$ cat config.mk
export PLATFORM = sky130hd
export DESIGN_NAME = mem_port_responder_flat
export DESIGN_NICKNAME = d
export VERILOG_FILES = /design/src/rtl/mem_rsp_pkg.sv /design/src/rtl/mem_port_responder_if.sv /design/src/rtl/mem_rsp_array.sv /design/src/rtl/mem_port_responder.sv /design/src/flat_wrapper.sv
export SDC_FILE = /design/constraint.sdc
export NUM_CORES = 2
export LEC_CHECK = 0
export BUFFER_PORTS_ARGS = -buffer_cell sky130_fd_sc_hd__buf_4
export CORE_ASPECT_RATIO = 1.2
export CORE_MARGIN = 3
export CORE_UTILIZATION = 60
export DETAILED_ROUTE_END_ITERATION = 12
export GPL_TIMING_DRIVEN = 0
export PLACE_DENSITY = 0.73
export SYNTH_ARGS = -nofsm -noshare
export SYNTH_HDL_FRONTEND = slang
export SYNTH_SLANG_ARGS = --single-unit
$ cat constraint.sdc
create_clock -name clk -period 4.5 [get_ports clk]
set_clock_uncertainty 0.15 [all_clocks]
set_input_delay 0.225 -clock clk [delete_from_list [all_inputs] [get_ports clk]]
set_output_delay 0.225 -clock clk [all_outputs]
set_load 0.01 [all_outputs]
$ cat src/rtl/mem_rsp_pkg.sv
// Shared types and constants for the memory-port responder.
// Pure declarations: no latency and no backpressure of its own.
package mem_rsp_pkg;

  typedef enum logic [1:0] {
    IDLE = 2'd0,
    WAIT = 2'd1,
    RESP = 2'd2
  } state_t;

  localparam logic [1:0] TAG_INSTR = 2'd0;
  localparam logic [1:0] TAG_DATA  = 2'd1;
  localparam logic [1:0] TAG_STACK = 2'd2;
  localparam logic [1:0] TAG_IO    = 2'd3;

  localparam int MAX_WAIT_STATES = 7;
  localparam int CNT_W           = 3;

endpackage

$ cat src/rtl/mem_port_responder_if.sv
// Request/response bus between the arbiter (master) and the memory responder (slave).
// Two independent valid/ready handshakes; neither side may drop valid before ready.
interface mem_port_responder_if #(
  parameter int ADDR_W = 8,
  parameter int DATA_W = 8
) ();

  logic              req_valid;
  logic              req_ready;
  logic              req_write;
  logic [ADDR_W-1:0] req_addr;
  logic [DATA_W-1:0] req_wdata;
  logic [1:0]        req_tag;
  logic              rsp_valid;
  logic              rsp_ready;
  logic [DATA_W-1:0] rsp_rdata;
  logic [1:0]        rsp_tag;
  logic              rsp_err;
  logic              busy;

  modport master (
    output req_valid, req_write, req_addr, req_wdata, req_tag, rsp_ready,
    input  req_ready, rsp_valid, rsp_rdata, rsp_tag, rsp_err, busy
  );

  modport slave (
    input  req_valid, req_write, req_addr, req_wdata, req_tag, rsp_ready,
    output req_ready, rsp_valid, rsp_rdata, rsp_tag, rsp_err, busy
  );

endinterface

$ cat src/rtl/mem_rsp_array.sv
// Single-port storage: synchronous write, registered read, one access per enabled edge.
// One-cycle read latency; no backpressure, the caller enables it only at the access edge.
module mem_rsp_array #(
  parameter int ADDR_W = 8,
  parameter int DATA_W = 8
) (
  input  logic              clk,
  input  logic              en,
  input  logic              we,
  input  logic [ADDR_W-1:0] addr,
  input  logic [DATA_W-1:0] wdata,
  output logic [DATA_W-1:0] rdata
);

  // Contents survive reset so software-visible memory is not lost on a block reset.
  logic [DATA_W-1:0] mem [2**ADDR_W];

  always_ff @(posedge clk) begin
    if (en) begin
      if (we) begin
        mem[addr] <= wdata;
      end else begin
        rdata <= mem[addr];
      end
    end
  end

endmodule

$ cat src/rtl/mem_port_responder.sv
// Memory-side responder: one request at a time, WAIT_STATES extra cycles, tagged response.
// Accept at k, response valid at k+WAIT_STATES+1; req_ready is low until the response handshakes.
module mem_port_responder
  import mem_rsp_pkg::*;
#(
  parameter int ADDR_W      = 8,
  parameter int DATA_W      = 8,
  parameter int WAIT_STATES = 2,
  parameter int ROM_TOP     = 0
) (
  input  logic                  clk,
  input  logic                  reset,
  mem_port_responder_if.slave   bus
);

  localparam logic [CNT_W-1:0] WS      = WAIT_STATES[CNT_W-1:0];
  localparam logic [ADDR_W:0]  ROM_LIM = ROM_TOP[ADDR_W:0];

  state_t            state;
  state_t            state_nxt;
  logic [CNT_W-1:0]  cnt;
  logic              cap_write;
  logic [ADDR_W-1:0] cap_addr;
  logic [DATA_W-1:0] cap_wdata;
  logic [1:0]        cap_tag;
  logic [1:0]        rsp_tag_q;
  logic              rsp_err_q;
  logic              accept;
  logic              access;
  logic              rsp_done;
  logic              protect_hit;
  logic              mem_we;
  logic [DATA_W-1:0] mem_rdata;

  always_ff @(posedge clk or negedge reset) begin
    if (!reset) begin
      state <= IDLE;
    end else begin
      state <= state_nxt;
    end
  end

  always_comb begin
    state_nxt = state;
    accept    = 1'b0;
    access    = 1'b0;
    rsp_done  = 1'b0;
    case (state)
      IDLE: begin
        if (bus.req_valid) begin
          accept    = 1'b1;
          state_nxt = WAIT;
        end
      end
      WAIT: begin
        if (cnt == '0) begin
          access    = 1'b1;
          state_nxt = RESP;
        end
      end
      RESP: begin
        if (bus.rsp_ready) begin
          rsp_done  = 1'b1;
          state_nxt = IDLE;
        end
      end
      default: state_nxt = IDLE;
    endcase
  end

  generate
    if (ROM_TOP > 0) begin : g_rom
      assign protect_hit = ({1'b0, cap_addr} < ROM_LIM);
    end else begin : g_no_rom
      assign protect_hit = 1'b0;
    end
  endgenerate

  assign mem_we = access & cap_write & ~protect_hit;

  always_ff @(posedge clk or negedge reset) begin
    if (!reset) begin
      cnt       <= '0;
      cap_write <= 1'b0;
      cap_addr  <= '0;
      cap_wdata <= '0;
      cap_tag   <= '0;
      rsp_tag_q <= '0;
      rsp_err_q <= 1'b0;
    end else begin
      if (accept) begin
        cap_write <= bus.req_write;
        cap_addr  <= bus.req_addr;
        cap_wdata <= bus.req_wdata;
        cap_tag   <= bus.req_tag;
        cnt       <= WS;
      end else if (state == WAIT && cnt != '0) begin
        cnt <= cnt - 1'b1;
      end
      // Response side-band is loaded at the access edge and zeroed once handed off.
      if (access) begin
        rsp_tag_q <= cap_tag;
        rsp_err_q <= cap_write & protect_hit;
      end else if (rsp_done) begin
        rsp_tag_q <= '0;
        rsp_err_q <= 1'b0;
      end
    end
  end

  // A protected write turns into a harmless read; its data is masked below.
  mem_rsp_array #(
    .ADDR_W (ADDR_W),
    .DATA_W (DATA_W)
  ) u_array (
    .clk   (clk),
    .en    (access),
    .we    (mem_we),
    .addr  (cap_addr),
    .wdata (cap_wdata),
    .rdata (mem_rdata)
  );

  assign bus.req_ready = (state == IDLE);
  assign bus.rsp_valid = (state == RESP);
  assign bus.busy      = (state != IDLE);
  assign bus.rsp_tag   = rsp_tag_q;
  assign bus.rsp_err   = rsp_err_q;
  assign bus.rsp_rdata = (state == RESP && !cap_write) ? mem_rdata : '0;

endmodule
$ cat src/flat_wrapper.sv
// flat-port wrapper written by rule: the top's interface ports become plain ports
module mem_port_responder_flat import mem_rsp_pkg::*;
#(
  parameter int ADDR_W      = 8,
  parameter int DATA_W      = 8,
  parameter int WAIT_STATES = 2,
  parameter int ROM_TOP     = 0
)
  (clk, reset, bus_req_valid, bus_req_write, bus_req_addr, bus_req_wdata, bus_req_tag, bus_rsp_ready, bus_req_ready, bus_rsp_valid, bus_rsp_rdata, bus_rsp_tag, bus_rsp_err, bus_busy);
  mem_port_responder_if #(.ADDR_W(ADDR_W), .DATA_W(DATA_W)) bus_i ();
  input  logic clk;
  input  logic reset;
  input wire logic [$bits(bus_i.req_valid)-1:0] bus_req_valid;
  input wire logic [$bits(bus_i.req_write)-1:0] bus_req_write;
  input wire logic [$bits(bus_i.req_addr)-1:0] bus_req_addr;
  input wire logic [$bits(bus_i.req_wdata)-1:0] bus_req_wdata;
  input wire logic [$bits(bus_i.req_tag)-1:0] bus_req_tag;
  input wire logic [$bits(bus_i.rsp_ready)-1:0] bus_rsp_ready;
  output wire logic [$bits(bus_i.req_ready)-1:0] bus_req_ready;
  output wire logic [$bits(bus_i.rsp_valid)-1:0] bus_rsp_valid;
  output wire logic [$bits(bus_i.rsp_rdata)-1:0] bus_rsp_rdata;
  output wire logic [$bits(bus_i.rsp_tag)-1:0] bus_rsp_tag;
  output wire logic [$bits(bus_i.rsp_err)-1:0] bus_rsp_err;
  output wire logic [$bits(bus_i.busy)-1:0] bus_busy;
  assign bus_i.req_valid = bus_req_valid;
  assign bus_i.req_write = bus_req_write;
  assign bus_i.req_addr = bus_req_addr;
  assign bus_i.req_wdata = bus_req_wdata;
  assign bus_i.req_tag = bus_req_tag;
  assign bus_i.rsp_ready = bus_rsp_ready;
  assign bus_req_ready = bus_i.req_ready;
  assign bus_rsp_valid = bus_i.rsp_valid;
  assign bus_rsp_rdata = bus_i.rsp_rdata;
  assign bus_rsp_tag = bus_i.rsp_tag;
  assign bus_rsp_err = bus_i.rsp_err;
  assign bus_busy = bus_i.busy;
  mem_port_responder #(.ADDR_W(ADDR_W), .DATA_W(DATA_W), .WAIT_STATES(WAIT_STATES), .ROM_TOP(ROM_TOP)) u_core (.clk(clk), .reset(reset), .bus(bus_i));
endmodule
Yosys cells after proc, flatten, opt, wreduce, memory -nomap -nowiden
Memory sizes are Yosys's and may differ from the RTL's. A register that Yosys moved wholly into a read port is not among the register bits. Index checks and enable logic that the tools add are counted.

Register bits after elaboration: 27. Bits in writable memories: 2048. Input port bits: 23. Output and inout port bits: 14. Word-level logic and storage cells: 48. Memories kept: 1.

Memories: u_core.u_array.mem (depth 256, bits a word 8, read ports 1, clocked after memory_dff 1, write ports 1, RTL line mem_rsp_array.sv:16) `logic [DATA_W-1:0] mem [2**ADDR_W];`.

Add/subtract/negate cells: 1. Equal/unequal tests: 5. Mux-type cells: 20. Bitwise logic cells: 2. Reduce and logical (&&, ||, !) cells: 11.

Operator list (number): 1-bit 2-to-1 mux (11); 2-bit 2-to-1 mux (5); 8-bit 2-to-1 mux (1); 3-bit 2-to-1 mux (2); 2-bit one-hot mux with 3 select lines (1); 2-bit nonzero test (3); 2-bit != test (second input constant) (2); 3-bit zero test (1); 3-bit AND reduction (1); 3-bit nonzero test (1); 3-bit by 1-bit subtractor with 3-bit output (second input constant) (1); 2-bit by 1-bit equality test with 1-bit output (second input constant) (1); 2-bit equality test (second input constant) (1); 1-bit logical AND (2); 2-bit zero test (1); 2-bit by 1-bit != test with 1-bit output (second input constant) (1); 2-bit AND reduction (1); 1-bit AND (1); 1-bit zero test (1); 1-bit inverter (1).

Depth between registers and ports, before layout
Depth after elaboration: 7. Depth in mapped cells: 9. Mapped depth without buffers: 7.

Hierarchy
Synthesis repeated with hierarchy kept, for this count alone.

Cell total of the unflattened synthesis: 3611. Area total of the unflattened synthesis: 79525.0 um^2.

Modules (own cells, without submodules): mem_rsp_array (times used 1, cells an instance 3526, area an instance 78376.4 um^2, seq. area each 61739.2 um^2); mem_port_responder (times used 1, cells an instance 85, area an instance 1148.6 um^2, seq. area each 650.6 um^2).

Least setup slack after synthesis
Ideal clock, no wire load.

Kind: flip-flop to flip-flop. Start point: reg u_core.cap_wdata[0]. End point: mem u_core.u_array.mem[0][0] (data pin). Library setup time: 0.803 ns. Arrival time: 3.181 ns. Required time: 3.547 ns. Slack: 0.366 ns. Stages on the path, launching flop included: 1. Path buffers: 0. Clock period less this slack: 4.134 ns. Cell sequence: dfrtp_1.

RTL lines: start: declaration (RTL line mem_port_responder.sv:24) `logic [DATA_W-1:0] cap_wdata;`; start signal: assignment (RTL line mem_port_responder.sv:94) `cap_wdata <= bus.req_wdata;`; end: declaration (RTL line mem_rsp_array.sv:16).

Straight into the memory's write port.

Worst setup path in the final report
Start point: reg u_core.cap_addr[3]. End point: mem u_core.u_array.mem[126][7] (enable).

RTL lines: start: declaration (RTL line mem_port_responder.sv:23) `logic [ADDR_W-1:0] cap_addr;`; start signal: assignment (RTL line mem_port_responder.sv:93) `cap_addr <= bus.req_addr;`.

Straight into the memory's write port.

==> summary.md <==
| Metric | Value |
|---|---|
| Status | `finished, violations left` |
| Failing checks | `setup timing` |
| Worst setup EP type | `flop` |
| Hold Crit Start | `bus_req_wdata[0]` |
| GP Congestion | `1.07` |
| ANT nets after route | `0` |
| Vias in the first global route | `40500` |
| Clock transition at path regs | `0.07 ns` |
| CTS Root Cell | `clkbuf_16` |
| Mapped Area | `79600 um2` |
| WP data required | `4.80 ns` |
| Worst-case reg-to-reg path depth | `7` |
| Via/cell ratio | `6.90` |
| Switching share of total power | `0.328` |
| DR pass1 iterations | `5` |
| Routed via count | `just over 40000` |
| Number of max-cap violations | `0` |
| Most common cell in the netlist | `edfxtp_1` |
| Initial Utilization | `0.608` |
| Distinct cells, synth | `33` |
| Die area | `137000 um2` |
| Part of the power in registers | `0.426` |
| Layout cell share with drive strength beyond 1 | `0.272` |
| Slew @ Worst Pin | `1.17 ns` |
| Synth Area per Inst | `22.0 um2` |
| CP Class | `flop to flop` |
| Worst skew pair latency | `0.83 ns` |
| Final hold viol count | `0` |
| Power Internal | `between 0.03 and 0.04 W` |
| Period minus WS final | `roughly 4.6 ns` |
| Global-route wire length before repair | `around 300 mm` |
| Post-DP HPWL | `135 mm` |
| Slew Limit Fails | `0` |
| Longest Clk Path Bufs | `3` |
| Max stage delay on crit path | `0.70 ns` |
| # DRC | `0` |
| Post-synth top area share | `0.776` |
| Die height | `405 um` |
| Row count | `145` |
| Critical path launch point type | `flop` |
| Initial antenna violation count | `11` |
| H-tree depth | `4` |
| Hold Crit Depth | `3` |
| Post-Synthesis Cells | `3616` |
| Worst path arrival time | `4.94 ns` |
| Grt ovf | `0` |
| Setup tns final | `-9.04 ns` |
| Top Ports | `37` |
| Area leader, netlist | `edfxtp_1` |
| Area grow syn2layout | `12.7%` |
| Number of synthesized register bits | `2082` |
| Core area | `~130000 um2` |
| Top post-synthesis cells by count | `edfxtp_1, mux4_2, nor2_1` |
| Final-stage net count | `approximately 3900` |
| Critical-path maximum fanout | `10` |
| Switch Pwr | `between 0.015 and 0.02 W` |
| Num CTS Buffers | `186` |
| Fin util | `0.684` |
| R2r setup slk | `-0.14 ns` |
| Worst min path class | `primary input to flop` |
| WL/cell | `roughly 36 um` |
| Dominant cells by area after synthesis | `edfxtp_1, mux4_2, a22oi_1` |
| Post-synth EDFFs | `2056` |
| Reg2reg end | `u_core.u_array.mem[126][7]$_DFFE_PP_` |
| Setup-failing EPs final | `172` |
| Die W | `338 um` |
| Crit share post-route | `1.03` |
| Ordered list of cells on the worst path | `and2_1, clkbuf_1, clkbuf_2, clkbuf_1, nand2_2, clkbuf_2, nor2_2` |
| Pwr Density | `656 nW/um2` |
| Post-Syn Nets | `roughly 3600` |
| I/O Buffers | `35` |
| Post-synth ARST share | `0.0125` |
| Max_slew headroom | `0.217` |
| Worst Hold Path EP | `u_core.cap_wdata[0]$_DFFE_PN0P_` |
| Drt initial violations | `6392` |
| Primary FF master, synth | `edfxtp_1` |
| Clock network fraction of total power | `0.271` |
| Final WS setup | `-0.140 ns` |
| CTS tree | `done` |
| Leak Pwr | `27.3 nW` |
| Peak Freq | `about 220 MHz` |
| Logic pwr share | `0.303` |
| Total GRT Usage | `0.315` |
| Slowest-stage cell, CP | `clkbuf_2` |
| Post-synthesis sequential area ratio | `0.784` |
| Final hold slack | `approximately 0.055 ns` |
| Final WL | `212 mm` |
| Reg-to-Reg Start | `u_core.cap_addr[3]$_DFFE_PN0P_` |
| VDD IR max | `0.473 mV` |
| Pin count of the biggest net entering global routing | `96` |
| Synthesis Warnings | `0` |
| CTS sink count | `2082` |
[worst max-delay path, delay by kind of cell (launching register included)]
| family | cells | cell delay, ns |
|---|---|---|
| buf+inv | 4 | 2.35 |
| flops | 1 | 0.39 |
| simple gates | 3 | 1.33 |
[final cells by class]
class | instances | area (um2)
antenna | 10 | 25.0
buffer | 228 | 1110
clock buffer | 230 | 4930
clock inverter | 113 | 1160
fill | 7919 | 41300
inverter | 4 | 15.0
multi-input combinational | 1301 | 16500
sequential | 2082 | 62400
tap | 1764 | 2210
timing repair buffer | 97 | 1320
[cells by family after synthesis]
kind of cell               Yosys count  share of synthesized area
and+or+nand+nor                    341                     0.0176
DFF                               2082                      0.784
other                                1                  0.0000471
muxes                              532                      0.148
buffers and inverters              233                     0.0136
AOI/OAI and AO/OA                  425                     0.0368
adders and majority gates            2                   0.000314
[repair_timing]
item | in CTS | in global routing
setup buffers | 0 | 0
pin swaps | 0 | 0
hold buffers | 34 | 0
setup endpoints to repair | 1671 | 607
hold endpoints to repair | 52 | 0
resized for setup | 135 | 19
[flip-flops by register name (all words and copies together) (netlist names)]
signal	count
u_core.u_array.rdata	8
u_core.cap_addr	8
u_core.cap_tag	2
u_core.cap_wdata	8
u_core.cap_write	1
u_core.u_array.mem	2048
u_core.bus.rsp_tag	2
u_core.cnt	3
u_core.state	2
[stage by stage]
stage / cells / cell area (um2) / power [W] / setup slack, ns
floorplan: 3616 / 79600 / 0.0360 / 0.366
global placement: 5415 / 82000 / 0.0411 / -3.35
detailed placement: 5443 / 82800 / 0.0428 / -1.02
CTS: 5820 / 89600 / 0.0585 / -0.258
global route: 5819 / 89600 / 0.0603 / -0.0632
finish: 5829 / 89700 / 0.0588 / -0.140
[worst max-delay path by stage]
stage	start	end	cells past startpoint
after floorplan	u_core.cap_wdata[0]$_DFFE_PN0P_	u_core.u_array.mem[0][0]$_DFFE_PP_	0
after global placement	u_core.cap_wdata[3]$_DFFE_PN0P_	u_core.u_array.mem[70][3]$_DFFE_PP_	0
after detailed placement	u_core.cap_addr[2]$_DFFE_PN0P_	u_core.u_array.mem[86][5]$_DFFE_PP_	7
after CTS	u_core.cap_addr[3]$_DFFE_PN0P_	u_core.u_array.mem[124][2]$_DFFE_PP_	7
after global routing	u_core.cap_addr[1]$_DFFE_PN0P_	u_core.u_array.mem[73][2]$_DFFE_PP_	9
final	u_core.cap_addr[3]$_DFFE_PN0P_	u_core.u_array.mem[126][7]$_DFFE_PP_	7
[placed cells by master (no fill, tap or decap), drive strengths merged]
cell / count
edfxtp: 2056
mux4: 512
clkbuf: 378
nor2: 262
a22oi: 257
buf: 144
a21oi: 129
clkinv: 75
nand2: 37
dlygate4sd3: 33
o41ai: 32
dfrtp: 26
mux2: 20
bufinv: 19
inv: 12
and2: 11
clkinvlp: 11
diode: 10
nor2b: 9
nand4: 8
nand3: 4
nand2b: 3
o21ai: 3
a22o: 2
o21bai: 2
ha: 2
nor3b: 2
or2: 1
and4bb: 1
nor3: 1
and4: 1
nor4b: 1
conb: 1
[routing by layer]
layer  vias up  global-route usage  share of wire
met5         -                   0        0.00039
met4         6               0.195          0.075
met3       597              0.0859           0.12
met2      2804               0.483           0.47
met1     20900               0.409           0.34
li1      15900                   -              -
[power by group through the flow]
stage / registers (W) / clock network [W] / logic [W]
2_1_floorplan: 0.0269 / 0 / 0.00913
3_3_place_gp: 0.0271 / 0 / 0.0140
3_5_place_dp: 0.0254 / 0 / 0.0173
4_1_cts: 0.0250 / 0.0160 / 0.0175
5_1_grt: 0.0251 / 0.0168 / 0.0185
6_report: 0.0250 / 0.0160 / 0.0178
Note: power is estimated with default switching activity, not from simulation.
